File: src/rtl/vending_pkg.sv
// Shared types and default parameters for the multi-item vending machine.
package vending_pkg;

  typedef enum logic [1:0] {
    ST_IDLE,
    ST_CREDIT,
    ST_DISPENSE,
    ST_CHANGE
  } vm_state_e;

  localparam int unsigned NUM_ITEMS_DEF  = 4;
  localparam int unsigned CREDIT_W_DEF   = 8;
  localparam int unsigned MAX_CREDIT_DEF = 200;
  localparam int unsigned STOCK_W_DEF    = 4;
  localparam int unsigned STOCK_INIT_DEF = 5;

endpackage

File: src/rtl/vm_stock_bank.sv
// Per-item stock counters: decrement on sale, refill on restock (restock wins),
// plus a level zero flag per item.
module vm_stock_bank #(
  parameter int unsigned NUM_ITEMS  = 4,
  parameter int unsigned STOCK_W    = 4,
  parameter int unsigned STOCK_INIT = 5,
  parameter int unsigned SEL_W      = 2
) (
  input  logic                 clk,
  input  logic                 rst,
  input  logic                 dec_i,
  input  logic [SEL_W-1:0]     dec_sel_i,
  input  logic                 restock_i,
  input  logic [SEL_W-1:0]     restock_sel_i,
  output logic [NUM_ITEMS-1:0] zero_o
);

  logic [NUM_ITEMS-1:0][STOCK_W-1:0] stock_q;

  for (genvar g = 0; g < NUM_ITEMS; g++) begin : g_item
    always_ff @(posedge clk or posedge rst) begin
      if (rst) begin
        stock_q[g] <= STOCK_W'(STOCK_INIT);
      end else if (restock_i && restock_sel_i == SEL_W'(g)) begin
        stock_q[g] <= STOCK_W'(STOCK_INIT);
      end else if (dec_i && dec_sel_i == SEL_W'(g) && stock_q[g] != '0) begin
        stock_q[g] <= stock_q[g] - 1'b1;
      end
    end

    assign zero_o[g] = (stock_q[g] == '0);
  end

endmodule

File: src/rtl/vending_machine_multi.sv
// Multi-item vending controller: credit accumulation, sale, change/refund and
// registered one-cycle status pulses. Stock lives in vm_stock_bank.
module vending_machine_multi
  import vending_pkg::*;
#(
  parameter int unsigned NUM_ITEMS  = NUM_ITEMS_DEF,
  parameter int unsigned CREDIT_W   = CREDIT_W_DEF,
  parameter int unsigned MAX_CREDIT = MAX_CREDIT_DEF,
  parameter int unsigned STOCK_W    = STOCK_W_DEF,
  parameter int unsigned STOCK_INIT = STOCK_INIT_DEF,
  localparam int unsigned SEL_W     = $clog2(NUM_ITEMS)
) (
  input  logic                          clk,
  input  logic                          rst,
  input  logic                          coin_valid,
  input  logic [CREDIT_W-1:0]           coin_value,
  input  logic                          buy,
  input  logic [SEL_W-1:0]              buy_sel,
  input  logic                          cancel,
  input  logic                          restock,
  input  logic [SEL_W-1:0]              restock_sel,
  input  logic [NUM_ITEMS*CREDIT_W-1:0] prices,
  output logic [CREDIT_W-1:0]           credit,
  output logic                          dispense,
  output logic [SEL_W-1:0]              dispense_item,
  output logic                          change_valid,
  output logic [CREDIT_W-1:0]           change_amount,
  output logic                          coin_reject,
  output logic                          err_sold_out,
  output logic                          err_funds,
  output logic [NUM_ITEMS-1:0]          sold_out
);

  vm_state_e               state_q, state_d;
  logic [CREDIT_W-1:0]     credit_q, credit_d;
  logic                    dispense_q, dispense_d;
  logic [SEL_W-1:0]        item_q, item_d;
  logic                    chg_vld_q, chg_vld_d;
  logic [CREDIT_W-1:0]     chg_amt_q, chg_amt_d;
  logic                    coin_rej_q, coin_rej_d;
  logic                    err_so_q, err_so_d;
  logic                    err_f_q, err_f_d;
  logic                    dec;
  logic [NUM_ITEMS-1:0]    zero_w;

  logic [NUM_ITEMS-1:0][CREDIT_W-1:0] price_tbl;
  logic [CREDIT_W-1:0]                price;
  logic [CREDIT_W:0]                  coin_sum;

  assign price_tbl = prices;
  assign price     = price_tbl[buy_sel];
  // One extra bit so a large coin on a large credit cannot wrap past the cap.
  assign coin_sum  = {1'b0, credit_q} + {1'b0, coin_value};

  vm_stock_bank #(
    .NUM_ITEMS (NUM_ITEMS),
    .STOCK_W   (STOCK_W),
    .STOCK_INIT(STOCK_INIT),
    .SEL_W     (SEL_W)
  ) u_stock (
    .clk          (clk),
    .rst          (rst),
    .dec_i        (dec),
    .dec_sel_i    (buy_sel),
    .restock_i    (restock),
    .restock_sel_i(restock_sel),
    .zero_o       (zero_w)
  );

  always_comb begin
    state_d    = state_q;
    credit_d   = credit_q;
    dispense_d = 1'b0;
    item_d     = '0;
    chg_vld_d  = 1'b0;
    chg_amt_d  = '0;
    coin_rej_d = 1'b0;
    err_so_d   = 1'b0;
    err_f_d    = 1'b0;
    dec        = 1'b0;

    unique case (state_q)
      ST_IDLE, ST_CREDIT: begin
        if (cancel) begin
          coin_rej_d = coin_valid;
          if (credit_q != '0) begin
            state_d   = ST_CHANGE;
            chg_vld_d = 1'b1;
            chg_amt_d = credit_q;
          end
        end else if (buy) begin
          coin_rej_d = coin_valid;
          if (zero_w[buy_sel]) begin
            err_so_d = 1'b1;
          end else if (credit_q < price) begin
            err_f_d = 1'b1;
          end else begin
            credit_d   = credit_q - price;
            dec        = 1'b1;
            state_d    = ST_DISPENSE;
            dispense_d = 1'b1;
            item_d     = buy_sel;
          end
        end else if (coin_valid) begin
          if (coin_sum <= (CREDIT_W+1)'(MAX_CREDIT)) begin
            credit_d = coin_sum[CREDIT_W-1:0];
            if (coin_sum != '0) state_d = ST_CREDIT;
          end else begin
            coin_rej_d = 1'b1;
          end
        end
      end
      ST_DISPENSE: begin
        coin_rej_d = coin_valid;
        if (credit_q != '0) begin
          state_d   = ST_CHANGE;
          chg_vld_d = 1'b1;
          chg_amt_d = credit_q;
        end else begin
          state_d = ST_IDLE;
        end
      end
      ST_CHANGE: begin
        coin_rej_d = coin_valid;
        credit_d   = '0;
        state_d    = ST_IDLE;
      end
      default: state_d = ST_IDLE;
    endcase
  end

  always_ff @(posedge clk or posedge rst) begin
    if (rst) begin
      state_q    <= ST_IDLE;
      credit_q   <= '0;
      dispense_q <= 1'b0;
      item_q     <= '0;
      chg_vld_q  <= 1'b0;
      chg_amt_q  <= '0;
      coin_rej_q <= 1'b0;
      err_so_q   <= 1'b0;
      err_f_q    <= 1'b0;
    end else begin
      state_q    <= state_d;
      credit_q   <= credit_d;
      dispense_q <= dispense_d;
      item_q     <= item_d;
      chg_vld_q  <= chg_vld_d;
      chg_amt_q  <= chg_amt_d;
      coin_rej_q <= coin_rej_d;
      err_so_q   <= err_so_d;
      err_f_q    <= err_f_d;
    end
  end

  assign credit        = credit_q;
  assign dispense      = dispense_q;
  assign dispense_item = item_q;
  assign change_valid  = chg_vld_q;
  assign change_amount = chg_amt_q;
  assign coin_reject   = coin_rej_q;
  assign err_sold_out  = err_so_q;
  assign err_funds     = err_f_q;
  assign sold_out      = zero_w;

endmodule
File: config.mk
export PLATFORM = sky130hd
export DESIGN_NAME = vending_machine_multi
export DESIGN_NICKNAME = d
export VERILOG_FILES = /design/src/rtl/vending_pkg.sv /design/src/rtl/vm_stock_bank.sv /design/src/rtl/vending_machine_multi.sv
export SDC_FILE = /design/constraint.sdc
export NUM_CORES = 1
export LEC_CHECK = 0
export CORE_ASPECT_RATIO = 0.9
export CORE_UTILIZATION = 53
export CTS_CLUSTER_SIZE = 25
export DETAILED_ROUTE_END_ITERATION = 8
export GPL_ROUTABILITY_DRIVEN = 0
export PLACE_DENSITY_LB_ADDON = 0.1
export SYNTH_ARGS = -nofsm -noshare
export SYNTH_HDL_FRONTEND = slang
export SYNTH_SLANG_ARGS = --single-unit
File: constraint.sdc
create_clock -name clk -period 4.65 [get_ports clk]
set_input_delay 1.395 -clock clk [delete_from_list [all_inputs] [get_ports clk]]
set_output_delay 1.395 -clock clk [all_outputs]
set_load 0.02 [all_outputs]
==> summary.md, run 1 <==
| Metric | Value |
|---|---|
| DR pass1 iterations | 5 |
| Die area | 0.00586 mm^2 |
| I/O Pins | 77 |
| CP Max Fanout | 7 |
| Clock transition at the registers of the reported paths | 0.08 ns |
| Num CTS Buffers | 5 |
| Average size of a mapped cell | about 9.5 um^2 |
| Cell count after synthesis | 309 |
| Peak VDD IR | 0.303 mV |
| Clock Sink Count | 41 |
| Antenna violations before repair | 0 |
| Clk_lat worst skew | between 0.3 and 0.4 ns |
| LEAKAGE | 1.77 nW |
| Setup CP Type | in -> reg |
| Worst Hold Class | reg -> reg |
| Chip Height | 72.8 um |
| Final Max Slew Viols | 0 |
| CP Capture Type | flop |
| DR vias/cell | 5.83 |
| Syn nets | 381 |
| Layout cells sized above 1 | 0.130 |
| Status | finished clean |
| 1st-iter DRT viols | 193 |
| WL final | roughly 7.7 mm |
| Post-synth EDFFs | 0 |
| DR vias | 2,721 |
| Initial cell density of the core | 0.554 |
| Fillers | 417 |
| I/O Buffers | 76 |
| Post-Syn Area | just under 0.003 mm^2 |
| Fin Clk Skew | 0.00632 ns |
| Setup TNS | 0 ns |
| Async set-reset flop share out of synthesis | 1.00 |
| Predominant post-synthesis flop cell | dfrtp_1 |
| DR DRC count | 0 |
| Clock root cell | clkbuf_8 |
| First-pass GRT wire length | 12.0 mm |
| Maxcap violations | 0 |
| Total gr overflow | 0 |
| Sequential-to-total area share from yosys stat | 0.351 |
| Area growth from synthesis to final layout | 34.5% |
| H-tree depth | 2 |
| Clk buf depth | 2 |
| Dpl hpwl | roughly 6 mm |
| CP arrival | 4.60 ns |
| Number of routed nets with antenna violations | 0 |
| RSZ-0062 raised after global routing | no |
| Core area | 0.00532 mm^2 |
| Synth warnings | 0 |
| Utilization after layout | 0.745 |
| Number of global-route vias before repair | 2,551 |
| Fmax | roughly 230 MHz |
| # setup viols final | 0 |
| Setup Buffers After CTS | 0 |
| PwrDens | 467 mW/mm^2 |
| Tightest Pin Transition | 0.652 ns |
| DP Worst Slack | -0.108 ns |
| Largest net degree at the start of global routing | 42 |
| Final Cycle Share | 0.946 |
| CTS tree | built |
| Final min period | 4.40 ns |
| Ant. Diodes | 0 |
| Wire per inst | 16.6 um |
| Placement row count | 25 |
| Fin. Hold Viols | 0 |
| Post-cts hold buffer count | 0 |
| Final Power | roughly 1.9 mW |
| Final setup margin | 0.253 ns |
| Post-synthesis cell type count | 58 |
| Startpoint types | input port |
| Layout Nets | roughly 470 |
| Chip width | 80.6 um |
| Synthesized flop and latch total | a little over 40 |
| Worst Path Required | between 4 and 5 ns |
| Gr usage total | 0.274 |
| Rel. slew slack | 0.565 |
[worst paths after layout]
path,from,cells after the start,to,slack (ns)
setup / recovery,buy_sel[0],12,u_stock.stock_q[15],0.25
min in group asynchronous,rst,3,dispense_item[0],1.54
setup reg to reg,credit[0],9,credit[7],1.50
hold / removal,u_stock.stock_q[11],2,u_stock.stock_q[11],0.55
hold reg to reg,u_stock.stock_q[11],2,u_stock.stock_q[11],0.55
max in group asynchronous,rst,3,u_stock.stock_q[0],2.75
[area by class of cell]
class                           count  area (um^2)  share of cell area
Multi-Input combinational cell    227         1750               0.441
Sequential cell                    41         1040               0.261
Timing Repair Buffer               89          858               0.217
Inverter                           35          131              0.0331
Tap cell                           67         83.8              0.0211
Clock buffer                        6         72.6              0.0183
Clock inverter                      2         35.0             0.00884
[kinds of logic (layout without fill, tap and decap cells)]
kind of cell | after synthesis | count (layout) | share of synthesized area
and+or+nand+nor | 109 | 109 | 0.199
adders and majority gates | 22 | 22 | 0.0985
DFF | 41 | 41 | 0.351
buffers and inverters | 41 | 132 | 0.0573
muxes | 13 | 13 | 0.0840
AOI/OAI and AO/OA | 62 | 62 | 0.147
xor gates and xnor gates | 21 | 21 | 0.0624
[synth_stat cells, types with 3 or more instances]
| cell type | n | area (um^2) |
|---|---|---|
| a211oi_1 | 3 | 22.5 |
| nand3_1 | 8 | 40.0 |
| or3b_1 | 4 | 35.0 |
| clkbuf_1 | 3 | 11.3 |
| o21ai_0 | 9 | 45.0 |
| a21oi_1 | 15 | 75.1 |
| ha_1 | 20 | 250 |
| nand2_1 | 25 | 93.8 |
| o211ai_1 | 3 | 22.5 |
| xnor2_1 | 11 | 96.3 |
| mux2i_1 | 3 | 30.0 |
| a21o_1 | 3 | 22.5 |
| a21oi_2 | 3 | 26.3 |
| nor3_1 | 9 | 45.0 |
| xor2_1 | 10 | 87.6 |
| nor4_1 | 5 | 31.3 |
| inv_1 | 34 | 128 |
| nor2_1 | 27 | 101 |
| dfstp_2 | 8 | 210 |
| o21a_1 | 3 | 22.5 |
| o22ai_1 | 7 | 43.8 |
| and3_1 | 4 | 25.0 |
| mux4_2 | 9 | 203 |
| and2_1 | 10 | 62.6 |
| dfrtp_1 | 33 | 826 |
[metal layers]
| layer | part of all wire | GRT usage |
|---|---|---|
| met5 | 0 | 0 |
| met4 | 0.015 | 0.0933 |
| met3 | 0.069 | 0.0575 |
| met1 | 0.44 | 0.362 |
| met2 | 0.48 | 0.447 |
[where the power goes]
group	switching, mW	internal [mW]	total, mW
logic	0.550	0.476	1.03
clock network	0.132	0.159	0.291
registers	0.0967	0.438	0.534
total	0.779	1.07	1.85
[stage by stage]
stage	cell area, um^2	hold slack (ns)	instances
2_1_floorplan	2950	0.498	309
3_3_place_gp	3850	0.514	459
3_5_place_dp	3850	0.540	459
4_1_cts	3960	0.554	467
5_1_grt	3960	0.578	467
6_report	3960	0.550	467
[registers in the layout, indices dropped and copies added (netlist names), 2 cells and up]
signal,count
change_amount,8
credit,8
dispense_item,2
state_q,2
u_stock.stock_q,16
[placed cells by master, fill, tap and decap left out, types with 2 or more instances in the layout]
cell type        count
clkdlybuf4s50_1     76
inv_1               34
dfrtp_1             33
nor2_1              27
nand2_1             25
ha_1                20
a21oi_1             15
buf_4               13
xnor2_1             11
and2_1              10
xor2_1              10
nor3_1               9
mux4_2               9
o21ai_0              9
nand3_1              8
dfstp_2              8
o22ai_1              7
nor4_1               5
clkbuf_8             5
or3b_1               4
and3_1               4
a211oi_1             3
a21oi_2              3
o211ai_1             3
a21o_1               3
o21a_1               3
mux2i_1              3
or2_2                2
a41oi_1              2
or3_1                2
nand4_1              2
nand2b_1             2
fa_1                 2
[worst max-delay path, stage by stage]
cell             delay [ns]
clkdlybuf4s50_1        0.63
buf_4                  0.24
mux4_2                 0.50
inv_1                  0.07
ha_1                   0.20
nand3_1                0.16
o2111ai_2              0.33
nand4_4                0.16
or4_4                  0.50
nor4_4                 0.17
xor2_1                 0.09
and2_1                 0.15
[repair_timing]
action | in CTS | in global routing
endpoints found under the setup margin | 0 | 1
gates resized for setup | 0 | 1
endpoints found under the hold margin | 0 | 0
(Power assumes the default switching activity.)
==> inputs of run 2 (changes only) <==
--- a/config.mk
+++ b/config.mk
@@ -5,7 +5,6 @@
 export SDC_FILE = /design/constraint.sdc
 export NUM_CORES = 1
 export LEC_CHECK = 0
-export CORE_ASPECT_RATIO = 0.9
 export CORE_UTILIZATION = 53
 export CTS_CLUSTER_SIZE = 25
 export DETAILED_ROUTE_END_ITERATION = 8
==> summary.md, run 2 (synthesis gave the netlist of run 1 again) <==
| Metric | Value |
|---|---|
| Clk_lat worst skew | 0.30 ns |
| Reg2reg start | credit[0] |
| Most frequent cells in the layout | 76 x clkdlybuf4s50_1, 34 x inv_1, 33 x dfrtp_1 |
| Utilization after layout | 0.754 |
| Maxcap violations | 0 |
| I/O Pins | 77 |
| Gr usage total | 0.266 |
| CP Max Fanout | 5 |
| Num CTS Buffers | 5 |
| Final setup margin | about 0.29 ns |
| LEAKAGE | between 1.5 and 2 nW |
| CP cell instances | clkdlybuf4s50_1 -> mux4_2 -> ha_1 -> inv_1 -> fa_1 -> a21oi_1 -> o2111ai_2 -> nand4_4 -> or4_1 -> nor4_4 -> xor2_1 -> and2_1 |
| Post-cts hold buffer count | 0 |
| CP Capture Type | flop |
| Final Max Slew Viols | 0 |
| Fin. Hold Viols | 0 |
| Clock Sink Count | 41 |
| First-pass GRT wire length | 12.3 mm |
| Number of routed nets with antenna violations | 0 |
| CP peak stage delay | 0.58 ns |
| Antenna violations before repair | 0 |
| Placement row count | 26 |
| Final Non-Filler Cells | 468 |
| Clk buf depth | 2 |
| DR pass1 iterations | 4 |
| Number of global-route vias before repair | 2,680 |
| Peak VDD IR | 0.331 mV |
| Die area | 0.00586 mm^2 |
| Met3 WL post-DR | between 400 and 500 um |
| Largest net degree at the start of global routing | 23 |
| Clock root cell | clkbuf_8 |
| Layout Nets | 469 |
| Startpoint types | input port |
| Fmax | 230 MHz |
| M1 WL | 3.20 mm |
| Most flops, register | u_stock.stock_q |
| Wire per inst | 15.2 um |
| DP Worst Slack | 0.0201 ns |
| Max FFs per register | 16 |
| Chip width | 76.6 um |
| Total gr overflow | 0 |
| Hold Slack | 0.542 ns |
| Slowest CP cell | clkdlybuf4s50_1 |
| Setup Buffers After CTS | 0 |
| Core area | 0.00524 mm^2 |
| Initial cell density of the core | 0.563 |
| Met2 wire len | 3.38 mm |
| I/O Buffers | 76 |
| Status | finished clean |
| Clock transition at the registers of the reported paths | 0.08 ns |
| Layout cells sized above 1 | 0.123 |
| Rel. slew slack | 0.501 |
| CP arrival | 4.55 ns |
| Worst Path Required | 4.84 ns |
| Tightest Pin Transition | 0.747 ns |
| PwrDens | approximately 460 mW/mm^2 |
| CTS tree | built |
| RSZ-0062 raised after global routing | no |
| Dpl hpwl | 5.63 mm |
| Most common cell after layout, fill and taps aside | clkdlybuf4s50_1 |
| Hold path start | u_stock.stock_q[7] |
| Fin Clk Skew | 0.00805 ns |
| Ant. Diodes | 0 |
| Worst Hold Class | reg -> reg |
| Area growth from synthesis to final layout | 34.0% |
| Chip Height | about 77 um |
| DR DRC count | 0 |
| Setup TNS | 0 ns |
| 1st-iter DRT viols | 175 |
| DR vias | 2,646 |
| Dpl cells | 460 |
| Setup CP Type | in -> reg |
| DR vias/cell | 5.65 |
| Highest metal used | met4 |
| Post-cts resize count | 0 |
| # setup viols final | 0 |
| WL final | around 7.1 mm |
| Crit. Startpoint | buy_sel[0] |
| Final min period | ~4.4 ns |
| Final Cycle Share | 0.937 |
| H-tree depth | 2 |
[run 2: cell types whose count changed in the layout (fill, tap and decap cells not counted)]
cell	previous run	this run
or4_1	0	1
buf_4	13	11
or4_4	1	0
[run 2: where the power goes]
group	total (mW)	leakage, nW	internal (mW)	switching, mW
registers	0.534	0.528	0.438	0.0965
logic	0.994	1.17	0.464	0.530
clock network	0.284	0.0552	0.159	0.125
total	1.81	1.75	1.06	0.751
[run 2: cell type report]
class	count	area, um^2
multi-input cells	227	1740
fillers	395	1290
flip-flops and latches	41	1040
repair buffers	87	843
inverters	35	131
well taps	70	87.6
clock buffers	6	72.6
clock inverters	2	35.0
[run 2: critical path: cells and delay by family]
family,cells,cell delay (ns)
xor+xnor,1,0.09
buf+inv,2,0.65
mux,1,0.52
fa+ha+maj,2,0.40
compound gates,2,0.44
simple gates,4,1.05
[run 2: routing by layer]
layer,track usage,vias to the layer above
met5,0,-
met4,0.0865,0
met3,0.0503,17
met2,0.444,99
met1,0.349,1256
li1,-,1274
[run 2: worst paths after layout]
kind / to / slack, ns / depth (start not counted)
min in group asynchronous: dispense / 1.53 / 2
worst max register to register: credit[7] / 1.50 / 9
worst max-delay path: u_stock.stock_q[15] / 0.29 / 12
worst min-delay path: u_stock.stock_q[7] / 0.54 / 2
max in group asynchronous: err_funds / 2.36 / 3
worst min register to register: u_stock.stock_q[7] / 0.54 / 2
[run 2: stage by stage]
| stage | power [mW] | instance area [um^2] |
|---|---|---|
| after global routing | 1.95 | 3950 |
| after detailed placement | 1.52 | 3840 |
| after global placement | 1.50 | 3840 |
| final | 1.81 | 3950 |
| after floorplan | 1.19 | 2950 |
| after CTS | 1.80 | 3950 |
==> inputs of run 3 (changes only) <==
--- a/config.mk
+++ b/config.mk
@@ -5,7 +5,10 @@
 export SDC_FILE = /design/constraint.sdc
 export NUM_CORES = 1
 export LEC_CHECK = 0
-export CORE_UTILIZATION = 53
+export ABC_CLOCK_PERIOD_IN_PS = 4650
+export CELL_PAD_IN_SITES_DETAIL_PLACEMENT = 1
+export CELL_PAD_IN_SITES_GLOBAL_PLACEMENT = 1
+export CORE_UTILIZATION = 40
 export CTS_CLUSTER_SIZE = 25
 export DETAILED_ROUTE_END_ITERATION = 8
 export GPL_ROUTABILITY_DRIVEN = 0
==> summary.md, run 3 (synthesis gave the netlist of run 1 again) <==
| Metric | Value |
|---|---|
| Buf/Inv on CP | 2 |
| Final Max Slew Viols | 0 |
| Clock transition at the registers of the reported paths | 0.08 ns |
| Clk_lat worst skew | 0.30 ns |
| Fin. Hold Viols | 0 |
| I/O Buffers | 76 |
| Tightest Pin Transition | 0.641 ns |
| Post-cts resize count | 0 |
| Fillers | approximately 810 |
| Worst Hold Class | reg -> reg |
| DP Worst Slack | -0.0934 ns |
| Most flops, register | u_stock.stock_q |
| Setup CP Type | in -> reg |
| Post-cts hold buffer count | 0 |
| Clock Sink Count | 41 |
| CP Max Fanout | 5 |
| Number of routed nets with antenna violations | 0 |
| Most frequent cells in the layout | 76 x clkdlybuf4s50_1, 34 x inv_1, 33 x dfrtp_1 |
| Status | finished clean |
| Final Power | 1.85 mW |
| DR DRC count | 0 |
| First-pass GRT wire length | 13.6 mm |
| Slowest CP cell | clkdlybuf4s50_1 |
| Layout cells sized above 1 | 0.132 |
| Antenna violations before repair | 0 |
| DR vias/cell | 5.37 |
| I/O Pins | between 70 and 80 |
| 1st-iter DRT viols | 72 |
| Area of the multi-input gates | about 0.0017 mm^2 |
| Maxcap violations | 0 |
| Fin Clk Skew | approximately 0.0067 ns |
| CTS tree | built |
| Total gr overflow | 0 |
| Initial cell density of the core | 0.425 |
| # setup viols final | 0 |
| Placement row count | 30 |
| Rel. slew slack | 0.572 |
| Fmax | 226 MHz |
| CP peak stage delay | 0.59 ns |
| Core area | 0.00694 mm^2 |
| Dpl hpwl | 6.80 mm |
| Final setup margin | around 0.22 ns |
| Gr usage total | 0.231 |
| CP Capture Type | flop |
| DR pass1 iterations | 4 |
| CP top delay family | simple AND/OR/NAND/NOR gates |
| Clk buf depth | 2 |
| Most common cell after layout, fill and taps aside | clkdlybuf4s50_1 |
| Ant. Diodes | 0 |
| Clock root cell | clkbuf_8 |
| Die area | 0.00772 mm^2 |
| Layout Nets | 473 |
| Chip Height | 87.8 um |
| Peak VDD IR | ~0.21 mV |
| Setup Buffers After CTS | 0 |
| Final Cycle Share | 0.953 |
| Wire per inst | 16.6 um |
| Startpoint types | input port |
| Reg area | 0.00104 mm^2 |
| Chip width | 87.8 um |
| Area growth from synthesis to final layout | 36.1% |
| CP cell instances | clkdlybuf4s50_1 -> mux4_2 -> ha_1 -> inv_1 -> fa_1 -> a21oi_1 -> o2111ai_2 -> nand4_4 -> or4_1 -> nor4_4 -> xor2_1 -> and2_1 |
| Num CTS Buffers | 5 |
| LEAKAGE | between 1.5 and 2 nW |
| DR vias | between 2,000 and 3,000 |
| Largest net degree at the start of global routing | 42 |
| CP arrival | 4.62 ns |
| Number of global-route vias before repair | approximately 2,800 |
| RSZ-0062 raised after global routing | no |
| WL final | around 8.3 mm |
| PwrDens | ~460 mW/mm^2 |
| H-tree depth | 2 |
| Worst Path Required | 4.84 ns |
| Final min period | 4.43 ns |
| Max FFs per register | 16 |
| Reg2Reg Setup Slack | between 1.5 and 2 ns |
run 3: routing by layer:
layer / global-route usage / up-vias / routed length (um)
met2: 0.393 / 74 / 4060
met5: 0 / - / 0
li1: - / 1279 / -
met4: 0.0626 / 0 / 150
met1: 0.297 / 1301 / 3680
met3: 0.0490 / 19 / 395
run 3: area by class of cell:
cell class | instances | share of cell area
clock buffer | 6 | 0.0181
sequential | 41 | 0.258
tap | 96 | 0.0299
clock inverter | 2 | 0.00873
timing repair buffer | 91 | 0.218
multi-input combinational | 227 | 0.434
inverter | 35 | 0.0328
run 3: final timing paths:
path | end | start | cells after the start
worst max-delay path | u_stock.stock_q[15] | buy_sel[0] | 12
worst min-delay path | u_stock.stock_q[7] | u_stock.stock_q[7] | 2
worst max register to register | credit[5] | credit[0] | 9
worst min register to register | u_stock.stock_q[7] | u_stock.stock_q[7] | 2
max in group asynchronous | u_stock.stock_q[12] | rst | 3
min in group asynchronous | change_amount[5] | rst | 3
run 3: stage by stage:
step	TNS [ns]	hold slack (ns)	instance area, um^2	instances	utilization
4_1_cts	0	0.557	4010	498	0.578
5_1_grt	0	0.584	4010	498	0.578
6_report	0	0.548	4010	498	0.578
3_3_place_gp	-0.00314	0.517	3900	490	0.562
3_5_place_dp	-0.116	0.536	3900	490	0.562
2_1_floorplan	0	0.498	2950	309	-
run 3: worst reg2reg max path, stage by stage (launching register included):
cell      delay, ns
dfrtp_1        0.47
ha_1           0.26
fa_1           0.46
a21oi_2        0.21
o211ai_1       0.13
or4b_1         0.48
o311a_1        0.16
o31ai_2        0.29
a21oi_2        0.17
mux2_4         0.34
run 3: power breakdown:
group	switching (mW)	internal [mW]
clock network	0.127	0.159
logic	0.544	0.481
registers	0.102	0.438
total	0.773	1.08
